$ cat config.mk
export PLATFORM = sky130hd
export DESIGN_NAME = vend_ctrl_param_flat
export DESIGN_NICKNAME = d
export VERILOG_FILES = /design/src/rtl/vend_ctrl_param_if.sv /design/src/rtl/vend_ctrl_param.sv /design/src/flat_wrapper.sv
export SDC_FILE = /design/constraint.sdc
export NUM_CORES = 1
export LEC_CHECK = 0
export BUFFER_PORTS_ARGS = -buffer_cell sky130_fd_sc_hd__clkbuf_2
export CORE_ASPECT_RATIO = 1.2
export CORE_UTILIZATION = 63
export CTS_BUF_LIST = sky130_fd_sc_hd__clkbuf_16
export CTS_CLUSTER_DIAMETER = 150
export DETAILED_ROUTE_END_ITERATION = 7
export PLACE_DENSITY = 0.89
export SYNTH_ARGS = -nofsm -noshare
export SYNTH_HDL_FRONTEND = slang
export SYNTH_SLANG_ARGS = --single-unit
$ cat constraint.sdc
create_clock -name clk -period 19.55 [get_ports clk]
set_input_delay 1.955 -clock clk [delete_from_list [all_inputs] [get_ports clk]]
set_output_delay 1.955 -clock clk [all_outputs]
set_load 0.02 [all_outputs]
$ cat src/rtl/vend_ctrl_param_if.sv
// vend_ctrl_param_if
//   Groups the front-end and dispenser/hopper signals of the vending
//   controller into one bundle.
//   master : drives coins, selections, the return button and refills, and
//            observes the controller outputs (front end / testbench side).
//   slave  : the controller itself.
//   Signals:
//     i_input_coin      coin-inserted pulses, one bit per denomination
//     i_select_item     item selection pulses
//     i_trigger_return  return button level
//     i_refill          per-item refill pulses
//     o_available_item  items purchasable with the current total
//     o_sold_out        items with zero stock
//     o_output_item     one-hot dispense pulse
//     o_return_coin     one-hot change pulse
//     o_coin_reject     coin dropped because the total would overflow
//     o_coin_total      current credit
//     o_state           controller state (IDLE/COIN/DISPENSE/RETURN)
interface vend_ctrl_param_if #(
  parameter int NUM_ITEMS = 4,
  parameter int NUM_COINS = 3,
  parameter int TOTAL_W   = 32
);
  logic [NUM_COINS-1:0] i_input_coin;
  logic [NUM_ITEMS-1:0] i_select_item;
  logic                 i_trigger_return;
  logic [NUM_ITEMS-1:0] i_refill;
  logic [NUM_ITEMS-1:0] o_available_item;
  logic [NUM_ITEMS-1:0] o_sold_out;
  logic [NUM_ITEMS-1:0] o_output_item;
  logic [NUM_COINS-1:0] o_return_coin;
  logic                 o_coin_reject;
  logic [TOTAL_W-1:0]   o_coin_total;
  logic [1:0]           o_state;

  modport master (
    output i_input_coin, i_select_item, i_trigger_return, i_refill,
    input  o_available_item, o_sold_out, o_output_item, o_return_coin,
           o_coin_reject, o_coin_total, o_state
  );

  modport slave (
    input  i_input_coin, i_select_item, i_trigger_return, i_refill,
    output o_available_item, o_sold_out, o_output_item, o_return_coin,
           o_coin_reject, o_coin_total, o_state
  );
endinterface

$ cat src/rtl/vend_ctrl_param.sv
// vend_ctrl_param
//   Parametrised vending-machine controller. Keeps the coin total and the
//   per-item stock, runs the purchase state machine, debounces the return
//   button, times out idle customers and pays change back one coin per cycle
//   using the largest denomination that still fits.
//   Ports:
//     clk    rising-edge clock
//     reset  synchronous, active-high
//     bus    vend_ctrl_param_if slave modport (coins, selections, return,
//            refill in; availability, sold-out, dispense, change, reject,
//            total and state out)
module vend_ctrl_param #(
  parameter int NUM_ITEMS = 4,
  parameter int NUM_COINS = 3,
  parameter int TOTAL_W   = 32,
  parameter logic [16*NUM_ITEMS-1:0] ITEM_PRICES = {16'd2000, 16'd1000, 16'd500, 16'd400},
  parameter logic [16*NUM_COINS-1:0] COIN_VALUES = {16'd1000, 16'd500, 16'd100},
  parameter int STOCK_W     = 4,
  parameter int STOCK_INIT  = 2,
  parameter int STOCK_MAX   = 15,
  parameter int WAIT_CYCLES = 100,
  parameter int RETURN_HOLD = 3
) (
  input  logic             clk,
  input  logic             reset,
  vend_ctrl_param_if.slave bus
);

  localparam int TIMER_W = $clog2(WAIT_CYCLES + 1);
  localparam int HOLD_W  = $clog2(RETURN_HOLD + 1);
  localparam logic [TIMER_W-1:0] TIMER_RELOAD = TIMER_W'(WAIT_CYCLES);
  localparam logic [HOLD_W-1:0]  HOLD_MAX     = HOLD_W'(RETURN_HOLD);
  localparam logic [STOCK_W-1:0] STOCK_RST    = STOCK_W'(STOCK_INIT);
  localparam logic [STOCK_W-1:0] STOCK_FULL   = STOCK_W'(STOCK_MAX);

  typedef enum logic [1:0] {
    S_IDLE     = 2'd0,
    S_COIN     = 2'd1,
    S_DISPENSE = 2'd2,
    S_RETURN   = 2'd3
  } state_t;

  state_t               state_q, state_d;
  logic [TOTAL_W-1:0]   total_q, total_d;
  logic [STOCK_W-1:0]   stock_q [NUM_ITEMS];
  logic [STOCK_W-1:0]   stock_d [NUM_ITEMS];
  logic [TIMER_W-1:0]   timer_q, timer_d;
  logic [HOLD_W-1:0]    hold_q, hold_d;
  logic [NUM_ITEMS-1:0] sel_q, sel_d;
  logic [NUM_ITEMS-1:0] item_q, item_d;
  logic [NUM_ITEMS-1:0] avail_q, avail_d;
  logic [NUM_ITEMS-1:0] sold_q, sold_d;
  logic [NUM_COINS-1:0] coin_q, coin_d;
  logic                 reject_q, reject_d;

  logic [TOTAL_W:0]     coin_sum, coin_wide;
  logic                 coin_any, coin_ok, coin_ovf;
  logic [TOTAL_W-1:0]   coin_add;
  logic [NUM_ITEMS-1:0] sel_low;
  logic                 sel_found, sel_valid;
  logic [TOTAL_W-1:0]   disp_price;
  logic [NUM_COINS-1:0] ret_pick;
  logic [TOTAL_W-1:0]   ret_val;
  logic                 ret_req;

  function automatic logic [TOTAL_W-1:0] price_of(input int i);
    return TOTAL_W'(ITEM_PRICES[16*i +: 16]);
  endfunction

  function automatic logic [TOTAL_W-1:0] coin_of(input int c);
    return TOTAL_W'(COIN_VALUES[16*c +: 16]);
  endfunction

  // Coin intake: sum every asserted denomination one bit wider than the
  // total so an overflowing insertion can be spotted and dropped whole.
  always_comb begin
    coin_sum = '0;
    for (int c = 0; c < NUM_COINS; c++) begin
      if (bus.i_input_coin[c]) coin_sum = coin_sum + {1'b0, coin_of(c)};
    end
    coin_wide = {1'b0, total_q} + coin_sum;
    coin_any  = |bus.i_input_coin;
    coin_ovf  = coin_wide[TOTAL_W] | coin_sum[TOTAL_W];
    coin_ok   = coin_any && !coin_ovf;
    coin_add  = coin_ok ? coin_sum[TOTAL_W-1:0] : '0;
  end

  // Selection decode, price lookup for the latched item, greedy change
  // choice and the debounced return request, all from current registers.
  // Coin values ascend with index, so the last fitting coin is the largest.
  always_comb begin
    sel_low   = '0;
    sel_found = 1'b0;
    for (int i = 0; i < NUM_ITEMS; i++) begin
      if (bus.i_select_item[i] && !sel_found) begin
        sel_low[i] = 1'b1;
        sel_found  = 1'b1;
      end
    end
    sel_valid = 1'b0;
    for (int i = 0; i < NUM_ITEMS; i++) begin
      if (sel_low[i]) sel_valid = (price_of(i) <= total_q) && (stock_q[i] != '0);
    end
    disp_price = '0;
    for (int i = 0; i < NUM_ITEMS; i++) begin
      if (sel_q[i]) disp_price = price_of(i);
    end
    ret_pick = '0;
    ret_val  = '0;
    for (int c = 0; c < NUM_COINS; c++) begin
      if (coin_of(c) <= total_q) begin
        ret_pick    = '0;
        ret_pick[c] = 1'b1;
        ret_val     = coin_of(c);
      end
    end
    ret_req = (hold_q == HOLD_MAX) && (total_q != '0);
  end

  // Next-state and next-output logic. Coins are credited in every state;
  // the state-specific arms then layer the purchase, change and timer
  // behaviour on top. Refill is applied last so it beats a dispense.
  always_comb begin
    state_d  = state_q;
    total_d  = total_q + coin_add;
    timer_d  = coin_ok ? TIMER_RELOAD : timer_q;
    sel_d    = sel_q;
    item_d   = '0;
    coin_d   = '0;
    reject_d = coin_any && coin_ovf;
    hold_d   = '0;
    for (int i = 0; i < NUM_ITEMS; i++) stock_d[i] = stock_q[i];

    if (bus.i_trigger_return) hold_d = (hold_q == HOLD_MAX) ? hold_q : hold_q + HOLD_W'(1);

    case (state_q)
      S_IDLE: begin
        if (coin_ok) state_d = S_COIN;
      end
      S_COIN: begin
        if (coin_ok) begin
          state_d = S_COIN;
        end else if (sel_valid) begin
          state_d = S_DISPENSE;
          sel_d   = sel_low;
        end else if (ret_req || timer_q == '0) begin
          state_d = S_RETURN;
        end else begin
          timer_d = timer_q - TIMER_W'(1);
        end
      end
      S_DISPENSE: begin
        total_d = total_q - disp_price + coin_add;
        item_d  = sel_q;
        timer_d = TIMER_RELOAD;
        for (int i = 0; i < NUM_ITEMS; i++) begin
          if (sel_q[i]) stock_d[i] = stock_q[i] - STOCK_W'(1);
        end
        state_d = (total_d != '0) ? S_COIN : S_IDLE;
      end
      S_RETURN: begin
        total_d = total_q - ret_val + coin_add;
        coin_d  = ret_pick;
        if (total_d == '0 || ret_pick == '0) state_d = S_IDLE;
      end
      default: state_d = S_IDLE;
    endcase

    for (int i = 0; i < NUM_ITEMS; i++) begin
      if (bus.i_refill[i]) stock_d[i] = STOCK_FULL;
    end

    for (int i = 0; i < NUM_ITEMS; i++) begin
      avail_d[i] = (price_of(i) <= total_q) && (stock_q[i] != '0);
      sold_d[i]  = (stock_q[i] == '0);
    end
  end

  // State and output registers with synchronous reset; a reset aborts any
  // dispense or change sequence in progress.
  always_ff @(posedge clk) begin
    if (reset) begin
      state_q  <= S_IDLE;
      total_q  <= '0;
      timer_q  <= TIMER_RELOAD;
      hold_q   <= '0;
      sel_q    <= '0;
      item_q   <= '0;
      coin_q   <= '0;
      reject_q <= 1'b0;
      avail_q  <= '0;
      sold_q   <= (STOCK_INIT == 0) ? '1 : '0;
      for (int i = 0; i < NUM_ITEMS; i++) stock_q[i] <= STOCK_RST;
    end else begin
      state_q  <= state_d;
      total_q  <= total_d;
      timer_q  <= timer_d;
      hold_q   <= hold_d;
      sel_q    <= sel_d;
      item_q   <= item_d;
      coin_q   <= coin_d;
      reject_q <= reject_d;
      avail_q  <= avail_d;
      sold_q   <= sold_d;
      for (int i = 0; i < NUM_ITEMS; i++) stock_q[i] <= stock_d[i];
    end
  end

  assign bus.o_state          = state_q;
  assign bus.o_coin_total     = total_q;
  assign bus.o_output_item    = item_q;
  assign bus.o_return_coin    = coin_q;
  assign bus.o_coin_reject    = reject_q;
  assign bus.o_available_item = avail_q;
  assign bus.o_sold_out       = sold_q;

endmodule
$ cat src/flat_wrapper.sv
// flat-port wrapper written by rule: the top's interface ports become plain ports
module vend_ctrl_param_flat 
#(
  parameter int NUM_ITEMS = 4,
  parameter int NUM_COINS = 3,
  parameter int TOTAL_W   = 32,
  parameter logic [16*NUM_ITEMS-1:0] ITEM_PRICES = {16'd2000, 16'd1000, 16'd500, 16'd400},
  parameter logic [16*NUM_COINS-1:0] COIN_VALUES = {16'd1000, 16'd500, 16'd100},
  parameter int STOCK_W     = 4,
  parameter int STOCK_INIT  = 2,
  parameter int STOCK_MAX   = 15,
  parameter int WAIT_CYCLES = 100,
  parameter int RETURN_HOLD = 3
)
  (clk, reset, bus_i_input_coin, bus_i_select_item, bus_i_trigger_return, bus_i_refill, bus_o_available_item, bus_o_sold_out, bus_o_output_item, bus_o_return_coin, bus_o_coin_reject, bus_o_coin_total, bus_o_state);
  vend_ctrl_param_if #(.NUM_ITEMS(NUM_ITEMS), .NUM_COINS(NUM_COINS), .TOTAL_W(TOTAL_W)) bus_i ();
  input  logic clk;
  input  logic reset;
  input wire logic [$bits(bus_i.i_input_coin)-1:0] bus_i_input_coin;
  input wire logic [$bits(bus_i.i_select_item)-1:0] bus_i_select_item;
  input wire logic [$bits(bus_i.i_trigger_return)-1:0] bus_i_trigger_return;
  input wire logic [$bits(bus_i.i_refill)-1:0] bus_i_refill;
  output wire logic [$bits(bus_i.o_available_item)-1:0] bus_o_available_item;
  output wire logic [$bits(bus_i.o_sold_out)-1:0] bus_o_sold_out;
  output wire logic [$bits(bus_i.o_output_item)-1:0] bus_o_output_item;
  output wire logic [$bits(bus_i.o_return_coin)-1:0] bus_o_return_coin;
  output wire logic [$bits(bus_i.o_coin_reject)-1:0] bus_o_coin_reject;
  output wire logic [$bits(bus_i.o_coin_total)-1:0] bus_o_coin_total;
  output wire logic [$bits(bus_i.o_state)-1:0] bus_o_state;
  assign bus_i.i_input_coin = bus_i_input_coin;
  assign bus_i.i_select_item = bus_i_select_item;
  assign bus_i.i_trigger_return = bus_i_trigger_return;
  assign bus_i.i_refill = bus_i_refill;
  assign bus_o_available_item = bus_i.o_available_item;
  assign bus_o_sold_out = bus_i.o_sold_out;
  assign bus_o_output_item = bus_i.o_output_item;
  assign bus_o_return_coin = bus_i.o_return_coin;
  assign bus_o_coin_reject = bus_i.o_coin_reject;
  assign bus_o_coin_total = bus_i.o_coin_total;
  assign bus_o_state = bus_i.o_state;
  vend_ctrl_param #(.NUM_ITEMS(NUM_ITEMS), .NUM_COINS(NUM_COINS), .TOTAL_W(TOTAL_W), .ITEM_PRICES(ITEM_PRICES), .COIN_VALUES(COIN_VALUES), .STOCK_W(STOCK_W), .STOCK_INIT(STOCK_INIT), .STOCK_MAX(STOCK_MAX), .WAIT_CYCLES(WAIT_CYCLES), .RETURN_HOLD(RETURN_HOLD)) u_core (.clk(clk), .reset(reset), .bus(bus_i));
endmodule
==> metrics.md <==
| Metric | Value |
|---|---|
| First-pass iteration count of the detailed router | 5 |
| GR Overflow Total | 0 |
| WL per Instance | around 20 um |
| Primary FF master, synth | dfxtp_1 |
| NetSw | roughly 980 uW |
| # rows | 46 |
| Worst path max stage delay | ~0.53 ns |
| IO buf count | 63 |
| Reg power frac | 0.121 |
| Area Overhead vs Synth | 8.71% |
| Routed vias/inst | 6.53 |
| Hold WC Path Type | reg -> reg |
| Post-DP HPWL | ~20 mm |
| Post-Syn Instances | approximately 1,100 |
| CTS Sinks | approximately 80 |
| XOR/XNOR Fraction of Synth Area | 0.111 |
| RSZ-0062 raised after global routing | false |
| Tightest Pin Transition | 1.12 ns |
| Slew HR | 0.247 |
| Post-synthesis sequential area ratio | 0.187 |
| Worst EP required | roughly 20 ns |
| Chip Width | around 110 um |
| Initial antenna violation count | 0 |
| Cell variety after synth | 81 |
| Mapped Area | 8460 um^2 |
| Pint | 815 uW |
| Largest family of logic cells by synthesized area | compound AO/OA/AOI/OAI gates |
| Final Util | 0.698 |
| All-Layer GR Usage | 0.389 |
| Post-Route Setup TNS | 0 ns |
| Clock Latency Late Sink | 0.36 ns |
| Iter 0 DRT Violations | between 700 and 800 |
| Synth Area in Compound Gates | 0.219 |
| FF-to-FF path depth | 21 |
| TritonCTS clock tree | done |
| Leakage power | 4.22 nW |
| Clock skew | about 0.014 ns |
| PwrDens | approximately 200 nW/um^2 |
| Post-CTS Hold Fix Bufs | 0 |
| Final hold vios | 0 |
| Starting Density | 0.642 |
| Max Clock Freq | approximately 0.12 GHz |
| Global-route wire length before repair | between 40 and 50 mm |
| Final period utilization | 0.419 |
| Critical-path top delay cell | fa_1 |
| Core area | 13,200 um^2 |
| Clock Pin Slew Worst Setup and Hold Paths | roughly 0.070 ns |
| Clock buffer depth | 2 |
| Clock share of power | 0.106 |
| Maximum VDD drop | ~0.12 mV |
| Pin count of the biggest net entering global routing | 80 |
| Fraction of registers with async set/reset | 0 |
| Final setup vio count | 0 |
| Critical Path Fanout Max | 15 |
| Vias in the first global route | a little over 8,000 |
| Share of cells above drive strength 1 | 0.0951 |
| CP top delay family | compound AO/OA/AOI/OAI gates |
| Arrival time worst endpoint | 8.43 ns |
| Worst Path Buf+Inv | 5 |
| Synthesized flop and latch total | between 70 and 80 |
| Postcts setup bufs | 0 |
| EDFF count, synth | 0 |
| ANT nets after route | 0 |
| Simple-gate share of the synthesized area | 0.218 |
| Total Routed Length | 26.3 mm |
| Top-level port count | 64 |
| Post-CTS sizing | 0 |
| Post-synthesis mux area share | 0.00976 |
| CP Capture Type | flip-flop |
| Final Critical Period | 8.19 ns |
| Critical path type | in -> reg |
| Syn Nets | 1,226 |
| Startpoint types | input pin |
| Synth Area per Inst | approximately 7.8 um^2 |
| Synth warn | 0 |
| Adder-cell share of the synthesized area | 0.198 |
| Maxcap violations | 0 |
| Drt drc | 0 |
| Root Buffer | clkbuf_16 |
| Switching Fraction | 0.547 |
| Gp weighted congestion | 1.01 |
| Combinational power share | 0.773 |
| Final net count | 1,270 |
| Status | finished, final reports clean |
| Die ar. | about 14,000 um^2 |
| Inserted Clock Buffers | 9 |
| CTS H-tree depth | 3 |
| Die height | around 130 um |
| Critical Path Stages | 26 |
| Routed via count | between 8,000 and 9,000 |
| Final Max Tran Viols | 0 |
| Cells on Worst Hold Path | 2 |
registers in the layout, summed over array words and instances (netlist names), 2 cells and up:
name                         cells
u_core.bus.o_output_item         4
u_core.bus.o_sold_out            4
u_core.bus.o_state               2
u_core.bus.o_available_item      4
u_core.hold_q                    2
u_core.bus.o_coin_total         32
u_core.stock_q                  16
u_core.bus.o_return_coin         3
u_core.sel_q                     4
u_core.timer_q                   7
power by group through the flow:
stage / logic, mW / registers (mW) / clock network [mW]
final: 1.39 / 0.218 / 0.190
after global routing: 1.51 / 0.219 / 0.195
after CTS: 1.35 / 0.215 / 0.190
after detailed placement: 1.34 / 0.219 / 0
after global placement: 1.33 / 0.218 / 0
after floorplan: 1.03 / 0.221 / 0
final timing paths:
kind	from	to	slack (ns)
worst min register to register	u_core.stock_q[0][1]$_SDFFE_PP1P_	u_core.stock_q[0][1]$_SDFFE_PP1P_	0.50
worst max register to register	u_core.bus.o_coin_total[12]$_SDFF_PP0_	u_core.bus.o_state[1]$_SDFFE_PP0P_	13.38
worst min-delay path	u_core.stock_q[0][1]$_SDFFE_PP1P_	u_core.stock_q[0][1]$_SDFFE_PP1P_	0.50
worst max-delay path	bus_i_input_coin[0]	u_core.bus.o_state[1]$_SDFFE_PP0P_	11.36
layer usage:
metal  track usage  wire length (um)
met1         0.420              9700
met2         0.671             12500
met3        0.0659              1940
met4         0.310              2070
met5             0                 0
worst register-to-register path, cell delays in order (launching register included):
cell and delay (ns):
dfxtp_1 0.44, ha_1 0.27, and4_1 0.40, nand3_1 0.25, o31ai_4 0.38, nand2_1 0.38
and2_1 0.36, inv_1 0.20, fa_1 0.45, inv_1 0.08, ha_1 0.33, a21oi_1 0.29
a21oi_1 0.10, a21oi_1 0.30, a22oi_2 0.23, a21oi_1 0.26, o21ai_1 0.12, xnor2_1 0.16
nor4_1 0.30, nand4_1 0.17, a31oi_2 0.28, mux2_1 0.34
area by class of cell:
type	instances	area [um^2]
Clock buffer	9	225
Sequential cell	79	1580
Clock inverter	7	93.8
Tap cell	168	210
Timing Repair Buffer	66	338
Antenna cell	1	2.50
Inverter	94	353
Fill cell	1129	3990
Multi-Input combinational cell	881	6390
through the flow:
stage	setup WS (ns)	std cells	area, um^2	power [mW]	hold slack [ns]
floorplan	11.96	1087	8460	1.25	0.465
global placement	11.33	1288	8870	1.55	0.488
detailed placement	11.07	1288	8870	1.56	0.496
CTS	11.44	1304	9190	1.76	0.504
global route	10.77	1304	9190	1.92	0.518
finish	11.36	1305	9190	1.80	0.504
Yosys cell counts (16+ instances only):
| master | n | area [um^2] |
|---|---|---|
| nand2b_1 | 22 | 138 |
| nand2_1 | 76 | 285 |
| nor3_1 | 19 | 95.1 |
| nor4_1 | 16 | 100 |
| a21oi_1 | 83 | 415 |
| o22ai_1 | 26 | 163 |
| a22oi_1 | 23 | 173 |
| a21o_1 | 21 | 158 |
| xor2_1 | 33 | 289 |
| ha_1 | 112 | 1400 |
| o21ai_0 | 26 | 130 |
| clkbuf_1 | 25 | 93.8 |
| inv_1 | 90 | 338 |
| nand3_1 | 29 | 145 |
| nor2_1 | 108 | 405 |
| dfxtp_1 | 79 | 1580 |
| xnor2_1 | 72 | 631 |
logic make-up after synthesis:
logic type      after synthesis
simple gates                365
compound gates              276
buf+inv                     127
fa+ha+maj                   126
xor+xnor                    106
flops                        79
mux                           8
placed cells by master, fill, tap and decap left out, types with 29 or more instances in the layout:
cell type	n
a21oi_1	83
ha_1	112
nor2_1	108
dfxtp_1	79
nand3_1	29
clkbuf_2	63
nand2_1	76
xnor2_1	72
inv_1	90
xor2_1	33
(Power assumes the default switching activity.)
